===== src/rtl/down_timer.sv =====
// Loadable down-counting timer with one-cycle done pulse on expiry.
// Optional periodic auto-reload is enabled by defining DOWN_TIMER_RELOAD_EN.
module down_timer #(
   parameter int WIDTH = 3
) (
   input  logic             clk,
   input  logic             reset,
   input  logic             load,
   input  logic [WIDTH-1:0] load_value,
   input  logic             enable,
   input  logic             abort,
   output logic [WIDTH-1:0] count,
   output logic             busy,
   output logic             done,
   output logic             zero
);

   typedef enum logic [1:0] {
      IDLE    = 2'b00,
      RUN     = 2'b01,
      EXPIRE  = 2'b10,
      ILLEGAL = 2'b11
   } state_t;

   localparam logic [WIDTH-1:0] ZERO_C = {WIDTH{1'b0}};
   localparam logic [WIDTH-1:0] ONE_C  = {{(WIDTH-1){1'b0}}, 1'b1};

   // Adder/subtractor: sub=1 computes a - b as a + ~b + 1.
   function automatic logic [WIDTH-1:0] add_sub(
      input logic [WIDTH-1:0] a,
      input logic [WIDTH-1:0] b,
      input logic             sub
   );
      logic [WIDTH-1:0] b_eff;
      b_eff = sub ? ~b : b;
      return a + b_eff + {{(WIDTH-1){1'b0}}, sub};
   endfunction

   state_t           state_r;
   state_t           state_nx_s;
   logic [WIDTH-1:0] count_r;
   logic [WIDTH-1:0] count_nx_s;
   logic [WIDTH-1:0] dec_s;

   assign dec_s = add_sub(count_r, ONE_C, 1'b1);

`ifdef DOWN_TIMER_RELOAD_EN
   logic [WIDTH-1:0] reload_r;

   // Reload value register, captured on every load.
   always_ff @(posedge clk or posedge reset) begin
      if (reset) begin
         reload_r <= ZERO_C;
      end else if (load) begin
         reload_r <= load_value;
      end else begin
         reload_r <= reload_r;
      end
   end
`endif

   // State and count registers.
   always_ff @(posedge clk or posedge reset) begin
      if (reset) begin
         state_r <= IDLE;
         count_r <= ZERO_C;
      end else begin
         state_r <= state_nx_s;
         count_r <= count_nx_s;
      end
   end

   // Next-state and next-count logic; load outranks abort, abort outranks enable.
   always_comb begin
      state_nx_s = state_r;
      count_nx_s = count_r;
      if (load) begin
         count_nx_s = load_value;
         state_nx_s = (load_value != ZERO_C) ? RUN : EXPIRE;
      end else begin
         case (state_r)
            IDLE: begin
               state_nx_s = IDLE;
            end
            RUN: begin
               if (abort) begin
                  state_nx_s = IDLE;
               end else if (enable) begin
                  count_nx_s = dec_s;
                  state_nx_s = (count_r > ONE_C) ? RUN : EXPIRE;
               end else begin
                  state_nx_s = RUN;
               end
            end
            EXPIRE: begin
               if (abort) begin
                  state_nx_s = IDLE;
                  count_nx_s = ZERO_C;
               end else begin
`ifdef DOWN_TIMER_RELOAD_EN
                  // A zero reload would hold done high forever, so stop instead.
                  if (reload_r != ZERO_C) begin
                     state_nx_s = RUN;
                     count_nx_s = reload_r;
                  end else begin
                     state_nx_s = IDLE;
                     count_nx_s = ZERO_C;
                  end
`else
                  state_nx_s = IDLE;
                  count_nx_s = ZERO_C;
`endif
               end
            end
            ILLEGAL: begin
               state_nx_s = IDLE;
            end
            default: begin
               state_nx_s = IDLE;
            end
         endcase
      end
   end

   assign count = count_r;
   assign busy  = (state_r == RUN);
   assign done  = (state_r == EXPIRE);
   assign zero  = (count_r == ZERO_C);

endmodule


===== config.mk =====
export PLATFORM = sky130hd
export DESIGN_NAME = down_timer
export DESIGN_NICKNAME = d
export VERILOG_FILES = /design/src/rtl/down_timer.sv
export SDC_FILE = /design/constraint.sdc
export NUM_CORES = 1
export LEC_CHECK = 0
export ABC_AREA = 1
export CORE_AREA = 2 2 39 41
export CTS_CLUSTER_DIAMETER = 200
export DETAILED_ROUTE_END_ITERATION = 8
export DIE_AREA = 0 0 41 43
export PLACE_DENSITY = 0.67
export SETUP_SLACK_MARGIN = 0.3
export SYNTH_ARGS = -nofsm -noshare
export SYNTH_HDL_FRONTEND = slang
export SYNTH_SLANG_ARGS = --single-unit

===== constraint.sdc =====
create_clock -name clk -period 1.1 [get_ports clk]
set_input_delay 0.11 -clock clk [delete_from_list [all_inputs] [get_ports clk]]
set_output_delay 0.11 -clock clk [all_outputs]
set_load 0.005 [all_outputs]

==> flow_metrics.env <==
export IMPL_startpoint_type="flip-flop"
export IMPL_ys_ff_latch=5
export IMPL_max_freq_mhz=866
export IMPL_rrSetupSlack_ns=-0.05
export IMPL_fin_util=0.556
export IMPL_end_kind="flip-flop"
export IMPL_crit_chain="inv_2, buf_4, ha_4, inv_1, nand2_1, nand2_1, nand2_1, nand2_1, nand2_1, nand2_1"
export IMPL_layout_setup_ws_ns=-0.0543
export IMPL_htreeDepth=1
export IMPL_syn_avg_cell_area_um2=6.33
export IMPL_rr_worst_depth=10
export IMPL_dp_hpwl_um=772
export IMPL_ctsHoldBuffers=0
export IMPL_die_width_um=41
export IMPL_violations="setup timing"
export IMPL_area_growth_syn_to_layout_pct=86.9
export IMPL_crit_top_cell="nand2_1"
export IMPL_cts_root_buf="clkbuf_4"
export IMPL_cts_buffer_depth=2
export IMPL_dpl_cell_count=104
export IMPL_ys_top_cells_by_area="dfrtp_1 (30%), nand2_1 (19%), ha_1 (9.1%), nand2_2 (9.1%), inv_1 (7.3%)"
export IMPL_synth_fp_nets=76
export IMPL_r2r_start="count[0]$_DFFE_PP0P_"
export IMPL_totalWireLength_um=1040
export IMPL_drive_above_1_share=0.455
export IMPL_wl_per_cell_um=9.01
export IMPL_synth_top_area_share=0.304
export IMPL_fp_row_count=14
export IMPL_synth_area_leader_cell="dfrtp_1"
export IMPL_post_place_ws_ns=-0.182
export IMPL_finalCriticalPeriod_ns=1.15
export IMPL_grt_pass1_wl_um=1830
export IMPL_critPathMaxFanout=2
export IMPL_grt_overflow=0
export IMPL_portBuffers=13
export IMPL_slew_violations=0
export IMPL_clock_skew_ns=0.000750
export IMPL_path_class="reg -> reg"
export IMPL_powerDensity_mw_per_mm2=1300
export IMPL_status="complete, but fails checks"
export IMPL_grt_max_degree=6
export IMPL_yosysWarnings=0
export IMPL_layout_cells_non_filler=115
export IMPL_hold_violations=0
export IMPL_setup_viol=5
export IMPL_vias=488
export IMPL_diodes=0
export IMPL_multi_input_area_um2=277
export IMPL_ys_seq_area_frac=0.304
export IMPL_min_period_over_period=1.05
export IMPL_r2r_end="count[2]$_DFFE_PP0P_"
export IMPL_max_vdd_ir_drop_v=0.000522
export IMPL_yosysMostFrequentCell="nand2_1"
export IMPL_start_util=0.297
export IMPL_grt_setup_unrepaired="yes"
export IMPL_synth_cell_types=12
export IMPL_synth_common_cells="nand2_1 (21), inv_1 (8), nand2_2 (6), nor2_1 (6)"
export IMPL_ys_flop_type="dfrtp_1"
export IMPL_worstPathRequired_ns=1.23
export IMPL_die_area_mm2=0.00176
export IMPL_ys_async_sr_fraction=1.00
export IMPL_p_leak_nw=0.416
export IMPL_antenna_found_initial=0
export IMPL_holdCritPathClass="in -> async"
export IMPL_setup_tns_ns=-0.208
export IMPL_die_h_um=43
export IMPL_drcViolationCount=0
export IMPL_cts_tree="done"
export IMPL_first_global_vias=488
export IMPL_critical_path_startpoint="count[0]$_DFFE_PP0P_"
export IMPL_dr_first_iter_drc_count=7
export IMPL_ioPinCount=14
export IMPL_dr_pass1_iters=4
export IMPL_critPathArrivalTime_ns=1.29
export IMPL_track_usage=0.154
export IMPL_clkTransAtPathRegs_ns=0.04
export IMPL_seqCellArea_um2=125
export IMPL_nNetsFinal=111
export IMPL_viasPerCell=4.24
export IMPL_syn_inst=65
export IMPL_place_gp_congestion=0.831
export IMPL_netlist_area_um2=412
export IMPL_synth_edf_count=0
export IMPL_clock_latency_ns=0.24
export IMPL_cts_buffers_inserted=3
export IMPL_relSlewSlack=0.849
export IMPL_slowest_stage="dfrtp_1"
export IMPL_n_fill_cell=132
export IMPL_tightestPinTransition_ns=0.224
export IMPL_clock_sinks=5
export IMPL_postRouteAntennaNets=0
export IMPL_cpPeakStageDelay_ns=0.39
export IMPL_core_area_mm2=0.00138
export IMPL_drv_cap=0
-- per-layer routing --
layer	global-route usage	vias to the layer above	part of all wire
met4	0.100	0	0.026
met3	0.0157	3	0.043
met1	0.187	212	0.43
met5	0	-	0
met2	0.241	11	0.50
li1	-	262	-
-- how the worst max path moves through the flow --
stage                           endpoint  slack, ns  depth (start not counted)
floorplan           count[1]$_DFFE_PP0P_       0.03                          6
global placement                    zero      -0.17                          5
detailed placement                  zero      -0.18                          5
CTS                                 zero      -0.06                          5
global route                        zero      -0.14                          5
finish              count[2]$_DFFE_PP0P_      -0.05                         10
-- critical path, delay by kind of cell, from the launching register on --
family,cells,cell delay (ns)
and+or+nand+nor,6,0.30
DFF,1,0.39
adders and majority gates,1,0.13
buffers and inverters,3,0.22
-- per-stage QoR --
step | instance area (um2) | total power [mW] | hold slack, ns
final | 769 | 0.997 | 0.0645
after global routing | 769 | 1.08 | 0.102
after CTS | 748 | 0.995 | 0.0647
after detailed placement | 637 | 0.674 | 0.326
after global placement | 637 | 0.665 | 0.322
after floorplan | 412 | 0.434 | -0.111
-- flip-flops by register name (all words and copies together) (netlist names) --
register / count
count: 3
state_r: 2
-- cells by family after synthesis --
kind of cell / after synthesis / share of synthesized area
flip-flops: 5 / 0.304
buffers and inverters: 13 / 0.119
adder cells (fa/ha/maj): 3 / 0.0912
AO/OA/AOI/OAI: 3 / 0.0365
AND/OR/NAND/NOR: 41 / 0.450
-- area by class of cell --
class | instances | area share
inverters | 13 | 0.0667
clock buffers | 4 | 0.0341
repair buffers | 30 | 0.351
well taps | 16 | 0.0260
flip-flops and latches | 5 | 0.163
multi-input cells | 47 | 0.359
-- cells in the final DEF (no fill, tap or decap), drive strengths merged --
cell type | netlist | layout
buf | 0 | 23
clkbuf | 0 | 4
clkdlybuf4s50 | 0 | 7
dfrtp | 5 | 5
ha | 3 | 3
inv | 13 | 13
nand2 | 27 | 27
nand3 | 3 | 3
nand3b | 1 | 1
nor2 | 9 | 9
nor3 | 1 | 1
o21ai | 3 | 3
-- where the power goes --
group / switching (mW) / internal [mW]
sequential: 0.0255 / 0.217
clock: 0.0732 / 0.137
combinational: 0.237 / 0.308
-- repair_timing --
action	CTS	global route
gates resized for setup	42	3
buffers inserted	6	1
gates cloned	0	0
pin swaps	4	7
endpoints found under the setup margin	11	11
endpoints found under the hold margin	0	0
Power figures use the tool's default switching activity.
